$ cat src/rtl/dccm_lsu.sv
// Load/store unit in front of a word-wide DCCM. Performs sign/zero-extended sub-word
// loads, word stores and read-modify-write sub-word stores, one request at a time.
module dccm_lsu (
    input  logic        i_clk,
    input  logic        i_rst,
    input  logic        i_req_valid,
    output logic        o_req_ready,
    input  logic        i_req_we,
    input  logic [1:0]  i_req_size,
    input  logic        i_req_unsigned,
    input  logic [31:0] i_req_addr,
    input  logic [31:0] i_req_wdata,
    output logic        o_resp_valid,
    output logic        o_resp_err,
    output logic [31:0] o_resp_rdata,
    output logic        o_dccm_rd_en,
    output logic [31:0] o_dccm_rd_addr,
    input  logic [31:0] i_dccm_rd_data,
    output logic        o_dccm_wr_en,
    output logic [31:0] o_dccm_wr_addr,
    output logic [31:0] o_dccm_wr_data
);

    typedef enum logic [2:0] {StIdle, StRd, StLdCap, StRmwWr, StWr} state_e;

    state_e      r_state;
    logic        r_we;
    logic [1:0]  r_size;
    logic        r_unsigned;
    logic [31:0] r_addr;
    logic [31:0] r_wdata;
    logic        r_resp_valid;
    logic        r_resp_err;
    logic [31:0] r_resp_rdata;

    logic        w_misaligned;
    logic [7:0]  w_byte;
    logic [15:0] w_half;
    logic [31:0] w_ld_data;
    logic [31:0] w_merge;
    logic        w_rd_en;
    logic        w_wr_en;

    // Alignment check on the live request, used only in the accept cycle.
    always_comb begin
        w_misaligned = 1'b1;
        case (i_req_size)
            2'b00:   w_misaligned = 1'b0;
            2'b01:   w_misaligned = i_req_addr[0];
            2'b10:   w_misaligned = |i_req_addr[1:0];
            default: w_misaligned = 1'b1;
        endcase
    end

    // Lane extraction and extension of the returned DCCM word for loads.
    always_comb begin
        w_byte = i_dccm_rd_data[7:0];
        case (r_addr[1:0])
            2'b00:   w_byte = i_dccm_rd_data[7:0];
            2'b01:   w_byte = i_dccm_rd_data[15:8];
            2'b10:   w_byte = i_dccm_rd_data[23:16];
            default: w_byte = i_dccm_rd_data[31:24];
        endcase
        w_half = r_addr[1] ? i_dccm_rd_data[31:16] : i_dccm_rd_data[15:0];
        case (r_size)
            2'b00:   w_ld_data = {{24{~r_unsigned & w_byte[7]}}, w_byte};
            2'b01:   w_ld_data = {{16{~r_unsigned & w_half[15]}}, w_half};
            default: w_ld_data = i_dccm_rd_data;
        endcase
    end

    // Read-modify-write merge: replace the addressed lane of the read word.
    always_comb begin
        w_merge = i_dccm_rd_data;
        if (r_size == 2'b00) begin
            case (r_addr[1:0])
                2'b00:   w_merge[7:0]   = r_wdata[7:0];
                2'b01:   w_merge[15:8]  = r_wdata[7:0];
                2'b10:   w_merge[23:16] = r_wdata[7:0];
                default: w_merge[31:24] = r_wdata[7:0];
            endcase
        end else if (r_addr[1]) begin
            w_merge[31:16] = r_wdata[15:0];
        end else begin
            w_merge[15:0] = r_wdata[15:0];
        end
    end

    // Request FSM with registered response outputs.
    always_ff @(posedge i_clk) begin
        if (i_rst) begin
            r_state      <= StIdle;
            r_we         <= 1'b0;
            r_size       <= 2'b00;
            r_unsigned   <= 1'b0;
            r_addr       <= 32'h0;
            r_wdata      <= 32'h0;
            r_resp_valid <= 1'b0;
            r_resp_err   <= 1'b0;
            r_resp_rdata <= 32'h0;
        end else begin
            r_resp_valid <= 1'b0;
            r_resp_err   <= 1'b0;
            r_resp_rdata <= 32'h0;
            case (r_state)
                StIdle: begin
                    if (i_req_valid) begin
                        r_we       <= i_req_we;
                        r_size     <= i_req_size;
                        r_unsigned <= i_req_unsigned;
                        r_addr     <= i_req_addr;
                        r_wdata    <= i_req_wdata;
                        if (w_misaligned) begin
                            r_resp_valid <= 1'b1;
                            r_resp_err   <= 1'b1;
                        end else if (i_req_we && i_req_size == 2'b10) begin
                            r_state <= StWr;
                        end else begin
                            // Loads and sub-word stores both start with a read.
                            r_state <= StRd;
                        end
                    end
                end
                StRd: r_state <= r_we ? StRmwWr : StLdCap;
                StLdCap: begin
                    r_state      <= StIdle;
                    r_resp_valid <= 1'b1;
                    r_resp_rdata <= w_ld_data;
                end
                StRmwWr, StWr: begin
                    r_state      <= StIdle;
                    r_resp_valid <= 1'b1;
                end
                default: r_state <= StIdle;
            endcase
        end
    end

    // DCCM strobes decode from state; gated by reset so nothing leaks while it is held.
    assign w_rd_en = (r_state == StRd) & ~i_rst;
    assign w_wr_en = ((r_state == StWr) | (r_state == StRmwWr)) & ~i_rst;

    assign o_req_ready    = (r_state == StIdle) & ~i_rst;
    assign o_resp_valid   = r_resp_valid & ~i_rst;
    assign o_resp_err     = r_resp_err & ~i_rst;
    assign o_resp_rdata   = i_rst ? 32'h0 : r_resp_rdata;
    assign o_dccm_rd_en   = w_rd_en;
    assign o_dccm_rd_addr = w_rd_en ? {2'b00, r_addr[31:2]} : 32'h0;
    assign o_dccm_wr_en   = w_wr_en;
    assign o_dccm_wr_addr = w_wr_en ? {2'b00, r_addr[31:2]} : 32'h0;
    assign o_dccm_wr_data = !w_wr_en ? 32'h0 : ((r_state == StWr) ? r_wdata : w_merge);

endmodule

$ cat config.mk
export PLATFORM = sky130hd
export DESIGN_NAME = dccm_lsu
export DESIGN_NICKNAME = d
export VERILOG_FILES = /design/src/rtl/dccm_lsu.sv
export SDC_FILE = /design/constraint.sdc
export NUM_CORES = 1
export LEC_CHECK = 0
export ABC_AREA = 1
export ABC_CLOCK_PERIOD_IN_PS = 1900
export CAP_MARGIN = 20
export CORE_MARGIN = 3
export CORE_UTILIZATION = 45
export CTS_BUF_LIST = sky130_fd_sc_hd__clkbuf_8
export DETAILED_ROUTE_END_ITERATION = 6
export MAX_ROUTING_LAYER = met4
export PLACE_DENSITY_LB_ADDON = 0.05
export SYNTH_ARGS = -nofsm -noshare
export SYNTH_HDL_FRONTEND = slang
export SYNTH_SLANG_ARGS = --single-unit
$ cat constraint.sdc
create_clock -name i_clk -period 1.9 [get_ports i_clk]
set_clock_uncertainty 0.15 [all_clocks]
set_input_delay 0.38 -clock i_clk [delete_from_list [all_inputs] [get_ports i_clk]]
set_output_delay 0.38 -clock i_clk [all_outputs]
set_load 0.01 [all_outputs]
# After elaboration in Yosys (flattened, before gate mapping)

Index checks and enable logic that the tools add are counted.

Bits of input ports: 103
Bits in registers: 105

Muxes and demuxes: 24
Eq/ne operators: 11
Bitwise gates (word level): 12
Reductions and logical operators: 12

Operators with widths:

| cell                                                | number |
|---|---|
| two-way mux 32 bit                                  | 4 |
| one-hot mux 32 bit (2 select lines)                 | 1 |
| two-way mux 30 bit                                  | 2 |
| two-way mux 16 bit                                  | 3 |
| two-way mux 8 bit                                   | 4 |
| one-hot mux 8 bit (3 select lines)                  | 1 |
| two-way mux 3 bit                                   | 3 |
| AND 1 bit                                           | 7 |
| equality test 2 x 1 -> 1 bit, second input constant | 3 |
| equality test 3 x 2 -> 1 bit, second input constant | 2 |
| logical NOT 2 bit                                   | 3 |
| one-hot mux 3 bit (2 select lines)                  | 1 |
| OR reduction 2 bit                                  | 3 |
| OR reduction 3 bit                                  | 2 |
| equality test 2 bit, second input constant          | 2 |
| != test 2 bit, second input constant                | 2 |
| NOT 1 bit                                           | 4 |
| AND reduction 2 bit                                 | 2 |
| equality test 3 x 1 -> 1 bit, second input constant | 1 |
| equality test 3 bit, second input constant          | 1 |
| logical NOT 3 bit                                   | 1 |
| two-way mux 1 bit                                   | 3 |
| one-hot mux 1 bit (3 select lines)                  | 1 |
| one-hot mux 1 bit (2 select lines)                  | 1 |
| other kinds (2)                                     | 2 |

# Logic depth before layout (Yosys ltp)

Gate-level depths: netlist of run 1.

Word-level depth: 6
Mapped depth: 9
Depth with buffers taken out: 8

# Least setup slack after synthesis of run 1

No wires, ideal clock.

Kind: register -> output
From: register r_addr[1]
To: output port o_dccm_wr_data[25]
Cell stages (with the launch flop): 8
Path slack: 124 ps
Buffers on the path: 3
Arrival time: 1246 ps
Data required time: 1370 ps
Cell sequence: dfxtp_1 buf_6 nand2_2 buf_6 buf_6 o211ai_1 nand3_1 a21oi_1

Cells in the longest elaborated chain, start to end: 6
Elaborated cells between the ends (all ways): 9
Those cells by class: eq/ne (2); mux (5); reduce/logical (2)

Ends and longest elaborated chain:

| what                                        | RTL line | source |
|---|---|---|
| start: declaration                          | 30       | `logic [31:0] r_addr;` |
| start signal: assignment                    | 111      | `r_addr <= i_req_addr;` |
| equality test 2 bit (tied with other cells) | 76       | `case (r_addr[1:0])` |
| OR reduction 3 bit (no source line)         | n/a      |  |
| two-way mux 8 bit                           | 76       |  |
| two-way mux 32 bit (*)                      | 75       | `if (r_size == 2'b00) begin` |
| two-way mux 32 bit (*) (2 in series)        | 151      | `assign o_dccm_wr_data = !w_wr_en ? 32'h0 : ((r_state == StWr) ? r_wdata : w_merge);` |
| end: declaration                            | 21       | `output logic [31:0] o_dccm_wr_data` |

Every way passes the cells marked *; elsewhere a longest branch is shown, timed or not.

# Worst setup path after layout of run 1

From: register r_size[1]
To: output port o_dccm_wr_data[13]

Cells in the longest elaborated chain, start to end: 4

Ends and longest elaborated chain:

| what                             | RTL line | source |
|---|---|---|
| start: declaration               | 28       | `logic [1:0] r_size;` |
| start signal: assignment         | 109      | `r_size <= i_req_size;` |
| logical NOT 2 bit                | 75       |  |
| two-way mux 32 bit               | 75       |  |
| two-way mux 32 bit (2 in series) | 151      |  |

No other way between the ends.

==> results of run 1 <==
==> worst min-delay path: cells and delay by family, from the launching register on <==
kind	cells	cell delay, ns
DFF	1	0.32
and+or+nand+nor	1	0.06
AOI/OAI and AO/OA	1	0.05
==> cells in the final DEF (no fill, tap or decap), types with 39 or more instances in the layout <==
cell type / Yosys / routed
buf_6: 10 / 79
inv_1: 122 / 119
nor2_1: 128 / 59
nand2_1: 156 / 128
o21ai_0: 92 / 77
buf_4: 11 / 92
buf_2: 17 / 39
dfxtp_1: 105 / 98
clkdlybuf4s50_1: 0 / 101
nor2_4: 4 / 67
nand3_1: 45 / 39
a21oi_1: 134 / 118
==> power groups by stage <==
stage / Combinational [mW] / Sequential (mW) / Clock [mW]
final: 2.30 / 2.46 / 1.54
after global routing: 2.47 / 2.48 / 1.63
after CTS: 2.05 / 2.44 / 1.52
after detailed placement: 1.81 / 2.49 / 0
after global placement: 1.79 / 2.49 / 0
after floorplan: 0.995 / 2.47 / 0
==> layout make-up <==
type | instances | area, um2 | share of cell area [%]
Sequential cell | 105 | 2130 | 20.4
Inverter | 130 | 514 | 4.94
Timing Repair Buffer | 368 | 3600 | 34.6
Clock inverter | 6 | 82.6 | 0.793
Clock buffer | 9 | 124 | 1.19
Tap cell | 172 | 215 | 2.07
Multi-Input combinational cell | 623 | 3740 | 36.0
==> path summary, 6_finish.rpt <==
check / endpoint / slack [ns] / cells past startpoint
hold / removal: r_wdata[21]$_SDFFE_PP0P_ / 0.31 / 2
setup reg to reg: r_state[0]$_SDFFE_PP0P_ / 0.02 / 11
setup / recovery: o_dccm_wr_data[13] / -0.43 / 7
hold reg to reg: r_wdata[21]$_SDFFE_PP0P_ / 0.31 / 2
==> cells by family after synthesis <==
kind of cell,count (synthesis)
AO/OA/AOI/OAI,255
flip-flops,105
AND/OR/NAND/NOR,363
buffers and inverters,197
other,1
==> state kept, by name, indices dropped and copies added (netlist names) <==
register	count
r_wdata	32
r_addr	32
r_resp_rdata	32
r_unsigned	1
r_resp_valid	1
r_we	1
r_resp_err	1
r_state	3
r_size	2
==> what timing repair did <==
action                     CTS  global route
cloned                       7             1
setup endpoints to repair  129           104
pin swaps                   26            27
resized for setup          575           200
hold buffers                 0             0
setup buffers               18             4
==> metal layers <==
| layer | routed length, um | vias to the layer above |
|---|---|---|
| li1 | - | 3566 |
| met1 | 9530 | 3434 |
| met2 | 12600 | 416 |
| met3 | 2050 | 92 |
| met4 | 1340 | 0 |
| met5 | 0 | - |
==> flow_summary_export.csv, run 1 <==
group,metric,value,unit
clock_network,cts.clk_slew.worst_paths,0.11,ns
run_status,outcome,"finished, violations left",
clock_network,htreeDepth,3,
placed_design,post-place-cells,1375,
yosys,synthCells,921,
final_layout,antenna_cells,0,
critical_path,reg2reg_from,"r_state[2]$_SDFFE_PP0P_",
yosys,synthXorXnorAreaFrac,0,%
yosys,ys_types,31,
yosys,post_synth_fa_ha_maj_area_fraction,0,%
yosys,yosys-top-cells-count,"nand2_1, a21oi_1, nor2_1",
yosys,yosysMostFrequentCell,"nand2_1",
hold_path,holdCritPathClass,"reg -> reg",
route,vias,7508,
power_and_ir_drop,p_comb_share,36.5,%
yosys,synthMuxAreaShare,0,%
power_and_ir_drop,power.density,606,nW/um2
route,drt-pass1-iter-count,5,
critical_path,crit_fanout,8,
clock_network,clk_path_buf_depth,2,
run_status,violations,"setup timing",
floorplanning,die_w,120,um
global_route,antenna_found_initial,0,
placed_design,place_area,8990,um2
timing,period_needed,2.33,ns
timing,final.setup.worst_slack,-0.435,ns
global_route,grt_use_met3,6.41,%
clock_network,cts_buffers,9,
critical_path,cp.arrival,1.80,ns
power_and_ir_drop,ir_drop,0.000423,V
critical_path,start_kind,"flip-flop",
floorplanning,placementRows,41,
route,drt-vias-per-instance,5.31,
critical_path,cp_top_family,"simple AND/OR/NAND/NOR gates",
floorplanning,die-area,14500,um2
final_layout,fin_nets,1340,
yosys,yosysTopAreaCell,"dfxtp_1",
route,drc,0,
timing,max_freq,428,MHz
timing,finalHoldViolations,0,
placed_design,globalplace.congestion,0.963,
yosys,synth_ff_type,"dfxtp_1",
critical_path,end_kind,"output pin",
floorplanning,core,12700,um2
power_and_ir_drop,swShare,35.1,%
run,maxCapViolations,0,
route,wirelength,25.5,mm
timing,min_period_over_period,123,%
final_layout,fillCellCount,870,
timing,setup_viol,94,
timing,hold-worst-slack,0.312,ns
global_route,grt_max_degree,56,
critical_path,worst-path-buf-inv,2,
global_route,grt_overflow,0,
timing,report.final.slew_viol_count,0,
yosys,synth_top_family_by_area,"simple AND/OR/NAND/NOR gates",
floorplanning,initial_utilization,46.3,%
yosys,async_reset_ff_share,0,%
final_layout,instances_no_fill,1413,
critical_path,critPathMostFrequentCell,"nor2_4",
power_and_ir_drop,p_int,4.09,mW
global_route,use_met2,53.1,%
global_route,grt_pass1_wl,35.4,mm
route,ant_nets,0,
clock_network,cts_sinks,105,
final_layout,synthToLayoutAreaGrowth,76.6,%
yosys,yosys-top-cells-area,"dfxtp_1, a21oi_1, nand2_1",
yosys,synth_top_area_share,35.7,%
placed_design,dp_hpwl,16.0,mm
clock_network,root_buffer,"clkbuf_8",
floorplanning,io_pins,236,
global_route,met1_usage,36.8,%
global_route,track_usage,31.5,%
yosys,ys_seq_elements,105,
yosys,synth_simple_gate_area_share,27.0,%
critical_path,worst_ep_required_time,1.37,ns
critical_path,cpMaxStageDelayCell,"dfxtp_4",
final_layout,final_cell_area,10400,um2
power_and_ir_drop,power,6.31,mW
hold_path,hp-start,"r_wdata[21]$_SDFFE_PP0P_",
critical_path,crit_type,"reg -> out",
clock_network,cts_tree,"built",
global_route,grt_busiest_layer,"met2",
final_layout,drive_gt1_share,34.7,%
placed_design,io_buffers,231,
yosys,synth_area,5890,um2
placed_design,place_ws,-0.598,ns
power_and_ir_drop,switchingPower,2.22,mW
yosys,ys_seq_area_share,35.7,%
floorplanning,fp.dieH,120,um
critical_path,crit_chain,"nor2_4 -> nor2_4 -> buf_6 -> nor2_4 -> o21ai_2 -> nor2_2 -> buf_2",
timing,rsz0062_at_grt,"yes",
critical_path,slowest_delay,0.38,ns
route,drt_iter0_markers,697,
power_and_ir_drop,power_frac_clock,24.4,%
yosys,synth-compound-area-share,22.3,%
power_and_ir_drop,seq_power_share,39.1,%
yosys,synth_area_per_cell,6.40,um2
yosys,ys.warnings.count,0,
final_layout,utilization,81.8,%
yosys,synth_edf_count,0,
critical_path,startpoint,"r_size[1]$_SDFFE_PP0P_",
global_route,grt_pass1_vias,6990,
route,wl_per_cell,18.1,um
timing,fin_setup_tns,-27.91,ns
clock_network,clk_latency,0.39,ns
power_and_ir_drop,leakage,4.83,nW
(Power assumes the default switching activity.)
==> run 2, diff against run 1 <==
- SETUP_SLACK_MARGIN: not set -> 0.15
==> flow_summary_export.csv, run 2 (synthesized netlist as in run 1, its figures left out) <==
group,metric,value,unit
timing,min_period_over_period,128,%
global_route,grt_pass1_wl,36.1,mm
critical_path,ff2ff_setup_slack,-0.34,ns
clock_network,cts_buffers,9,
critical_path,cp.arrival,1.89,ns
final_layout,drive_gt1_share,36.9,%
timing,finalHoldViolations,0,
placed_design,place_ws,-0.637,ns
hold_path,holdCritPathClass,"reg -> reg",
placed_design,io_buffers,231,
final_layout,fin_nets,1366,
final_layout,synthToLayoutAreaGrowth,83.3,%
power_and_ir_drop,p_comb_share,38.8,%
final_layout,fillCellCount,726,
clock_network,cts_tree,"built",
power_and_ir_drop,power,6.84,mW
run_status,outcome,"finished, violations left",
floorplanning,initial_utilization,46.3,%
global_route,track_usage,32.2,%
critical_path,crit_fanout,7,
placed_design,dp_hpwl,16.4,mm
global_route,grt_pass1_vias,7130,
global_route,grt_overflow,0,
critical_path,worst_ep_required_time,1.37,ns
route,drc,0,
timing,final.setup.worst_slack,-0.523,ns
final_layout,instances_no_fill,1441,
critical_path,crit_type,"reg -> out",
power_and_ir_drop,p_int,4.38,mW
timing,setup_viol,162,
timing,report.final.slew_viol_count,0,
clock_network,clk_latency,0.41,ns
timing,max_freq,413,MHz
route,drt_iter0_markers,1040,
final_layout,mostFrequentLayoutCell,"nand2_1",
final_layout,top_regs,"r_addr: 32 flops, r_resp_rdata: 32 flops, r_wdata: 32 flops",
power_and_ir_drop,ir_drop,0.000410,V
placed_design,post-place-cells,1369,
power_and_ir_drop,seq_power_share,36.3,%
route,ant_nets,0,
floorplanning,die_w,120,um
run_status,violations,"setup timing",
floorplanning,io_pins,236,
timing,slew_headroom,52.5,%
run,maxCapViolations,0,
clock_network,cts.clk_slew.worst_paths,0.11,ns
floorplanning,die-area,14500,um2
floorplanning,fp.dieH,120,um
clock_network,htreeDepth,3,
placed_design,globalplace.congestion,0.981,
route,wl_per_cell,21.4,um
clock_network,clk_path_buf_depth,2,
placed_design,place_area,8980,um2
floorplanning,placementRows,41,
timing,period_needed,2.42,ns
clock_network,cts_sinks,105,
route,wirelength,30.9,mm
global_route,grt_max_degree,56,
critical_path,end_kind,"output pin",
power_and_ir_drop,switchingPower,2.46,mW
final_layout,final_cell_mix,"nand2_1, inv_1, a21oi_1",
timing,rsz0062_at_grt,"yes",
clock_network,root_buffer,"clkbuf_8",
power_and_ir_drop,swShare,36.0,%
final_layout,utilization,84.9,%
route,drt-vias-per-instance,5.76,
route,vias,8306,
route,drt-pass1-iter-count,6,
power_and_ir_drop,power.density,633,nW/um2
final_layout,final_cell_area,10800,um2
critical_path,start_kind,"flip-flop",
power_and_ir_drop,power_frac_clock,24.9,%
global_route,antenna_found_initial,1,
timing,tightest_slew,0.713,ns
power_and_ir_drop,leakage,4.92,nW
floorplanning,core,12700,um2
-- run 2: cell types whose count changed in the layout (fill, tap and decap cells not counted), sizes merged --
cell	delta
nand2	+2
clkinvlp	-1
clkinv	-1
clkbuf	+11
dlygate4sd2	+9
diode	+1
buf	+16
dlymetal6s2s	-9
-- run 2: area by class of cell --
class	instances	area (um2)	area share, %
sequential	105	2120	19.6
tap	172	215	1.99
clock buffer	12	165	1.53
inverter	130	523	4.84
clock inverter	4	72.6	0.672
multi-input combinational	625	3800	35.2
antenna	1	2.50	0.0232
timing repair buffer	392	3910	36.2
-- run 2: final timing paths --
kind / startpoint / endpoint / cells past startpoint
worst min-delay path: r_wdata[19]$_SDFFE_PP0P_ / r_wdata[19]$_SDFFE_PP0P_ / 2
worst max-delay path: r_addr[1]$_SDFFE_PP0P_ / o_dccm_wr_data[10] / 8
worst max register to register: r_state[1]$_SDFFE_PP0P_ / r_addr[3]$_SDFFE_PP0P_ / 12
worst min register to register: r_wdata[19]$_SDFFE_PP0P_ / r_wdata[19]$_SDFFE_PP0P_ / 2
-- run 2: metrics by stage --
step,TNS (ns),hold WS [ns]
final,-40.87,0.315
after global routing,-45.24,0.331
after CTS,-23.32,0.298
after detailed placement,-39.84,0.299
after global placement,-37.22,0.295
after floorplan,0,0.287
-- run 2: timing repair --
action                                  4_1_cts  5_1_grt
pin swaps                                    32       13
hold buffers                                  0        0
endpoints found under the hold margin         0        0
setup buffers                                22       14
cloned                                        5       14
resized for setup                           571      248
endpoints found under the setup margin      149      190
-- run 2: worst max-delay path: stages, from the launching register on --
cell and delay (ns):
dfxtp_2 0.35, buf_12 0.15, inv_6 0.10, nand2_4 0.09, inv_1 0.15, nand3_1 0.16, a21oi_1 0.24, nor2_1 0.09
buf_2 0.15
-- run 2: power by group through the flow --
stage	clock, mW	sequential, mW	combinational (mW)
6_report	1.70	2.48	2.65
5_1_grt	1.77	2.49	2.78
4_1_cts	1.66	2.44	2.02
3_5_place_dp	0	2.49	1.77
3_3_place_gp	0	2.48	1.75
2_1_floorplan	0	2.47	1.00
-- run 2: layer usage --
layer / up-vias / wire [um] / global-route usage [%]
met4: 0 / 2260 / 16.3
met2: 673 / 14800 / 54.6
li1: 3621 / - / -
met1: 3824 / 10800 / 36.5
met3: 188 / 2950 / 5.75
met5: - / 0 / -
==> run 3, diff against run 2 <==
- CORE_MARGIN: 3 -> 2
==> flow_summary_export.csv, run 3 (synthesized netlist as in run 1, its figures left out) <==
group,metric,value,unit
floorplanning,placementRows,41,
floorplanning,core,12700,um2
final_layout,drive_gt1_share,34.6,%
floorplanning,io_pins,236,
floorplanning,die_w,118,um
clock_network,htreeDepth,3,
floorplanning,fp.dieH,118,um
timing,report.final.slew_viol_count,0,
final_layout,top_regs,"r_addr: 32 flops, r_resp_rdata: 32 flops, r_wdata: 32 flops",
timing,min_period_over_period,122,%
clock_network,hold_buffers,0,
power_and_ir_drop,power,6.38,mW
floorplanning,initial_utilization,46.3,%
global_route,grt_busiest_layer,"met2",
clock_network,cts_sinks,105,
critical_path,cp.arrival,1.78,ns
timing,period_needed,2.31,ns
placed_design,globalplace.congestion,1.03,
global_route,grt_use_met3,5.26,%
power_and_ir_drop,leakage,4.61,nW
global_route,grt_pass1_vias,6734,
global_route,grt_overflow,0,
route,drt-pass1-iter-count,5,
critical_path,crit_fanout,4,
route,ant_nets,0,
floorplanning,die-area,14000,um2
global_route,met1_usage,37.1,%
clock_network,clk_latency,0.39,ns
route,drc,0,
global_route,antenna_found_initial,0,
route,drt_iter0_markers,606,
timing,max_freq,432,MHz
final_layout,mostFrequentLayoutCell,"clkdlybuf4s50_1",
placed_design,post-place-cells,1362,
timing,fin_setup_tns,-32.23,ns
power_and_ir_drop,power.density,621,nW/um2
clock_network,cts.clk_slew.worst_paths,0.10,ns
final_layout,utilization,80.7,%
timing,rsz0062_at_grt,"yes",
timing,setup_viol,152,
clock_network,cts_tree,"built",
global_route,track_usage,32.1,%
timing,finalHoldViolations,0,
timing,final.setup.worst_slack,-0.413,ns
run,maxCapViolations,0,
run_status,violations,"setup timing",
power_and_ir_drop,ir_drop,0.000362,V
global_route,use_met2,53.4,%
critical_path,worst_ep_required_time,1.37,ns
global_route,grt_max_degree,56,
placed_design,dp_hpwl,15.8,mm
final_layout,synthToLayoutAreaGrowth,74.3,%
clock_network,cts_buffers,9,
clock_network,clk_path_buf_depth,2,
run_status,outcome,"finished, violations left",
global_route,grt_pass1_wl,34.7,mm
final_layout,fin_nets,1351,
placed_design,io_buffers,231,
route,vias,7444,
timing,slew_headroom,59.8,%
route,wl_per_cell,16.7,um
final_layout,instances_no_fill,1425,
timing,tightest_slew,0.603,ns
critical_path,start_kind,"flip-flop",
critical_path,end_kind,"output pin",
route,drt-vias-per-instance,5.22,
hold_path,holdCritPathClass,"reg -> reg",
final_layout,final_cell_mix,"clkdlybuf4s50_1, nand2_1, inv_1",
clock_network,root_buffer,"clkbuf_8",
critical_path,crit_type,"reg -> out",
final_layout,antenna_cells,0,
route,wirelength,23.8,mm
run 3: per-layer routing:
metal / up-vias / part of all wire, %
li1: 3589 / -
met1: 3407 / 39
met2: 365 / 49
met3: 83 / 6.8
met4: 0 / 5.1
met5: - / 0
run 3: path summary, 6_finish.rpt:
kind                                                from                          end  slack (ns)  depth (start not counted)
worst max-delay path              r_size[1]$_SDFFE_PP0P_           o_dccm_wr_data[11]       -0.41                          7
worst min-delay path            r_wdata[30]$_SDFFE_PP0P_     r_wdata[30]$_SDFFE_PP0P_        0.32                          2
worst min register to register  r_wdata[30]$_SDFFE_PP0P_     r_wdata[30]$_SDFFE_PP0P_        0.32                          2
worst max register to register    r_addr[1]$_SDFFE_PP0P_  r_resp_rdata[29]$_SDFF_PP0_       -0.19                         14
run 3: power breakdown:
part	internal, mW	leakage [nW]	total (mW)	switching (mW)
logic	1.12	3.63	2.44	1.32
clock network	0.678	0.109	1.48	0.804
registers	2.37	0.866	2.46	0.0872
run 3: timing repair:
item	CTS	global route
setup endpoints to repair	151	160
pin swaps	34	38
setup buffers	24	12
gates resized for setup	433	222
gates cloned	7	4
run 3: per-stage QoR:
stage | cell area, um2 | hold slack [ns] | setup WS, ns
floorplan | 5930 | 0.287 | 0.133
global placement | 8950 | 0.296 | -0.636
detailed placement | 8950 | 0.301 | -0.613
CTS | 9640 | 0.315 | -0.339
global route | 10300 | 0.335 | -0.469
finish | 10300 | 0.320 | -0.413
run 3: final cells by class:
| cell class | count | area, um2 |
|---|---|---|
| Tap cell | 172 | 215 |
| Multi-Input combinational cell | 622 | 3600 |
| Clock inverter | 5 | 53.8 |
| Fill cell | 929 | 2450 |
| Sequential cell | 105 | 2120 |
| Clock buffer | 11 | 151 |
| Inverter | 130 | 508 |
| Timing Repair Buffer | 380 | 3620 |
run 3: worst max-delay path: stages (launching register included):
cell     delay (ns)
dfxtp_4        0.37
nor2_4         0.16
buf_6          0.15
buf_4          0.13
nand2_4        0.07
o22ai_1        0.24
a21oi_1        0.12
buf_2          0.16
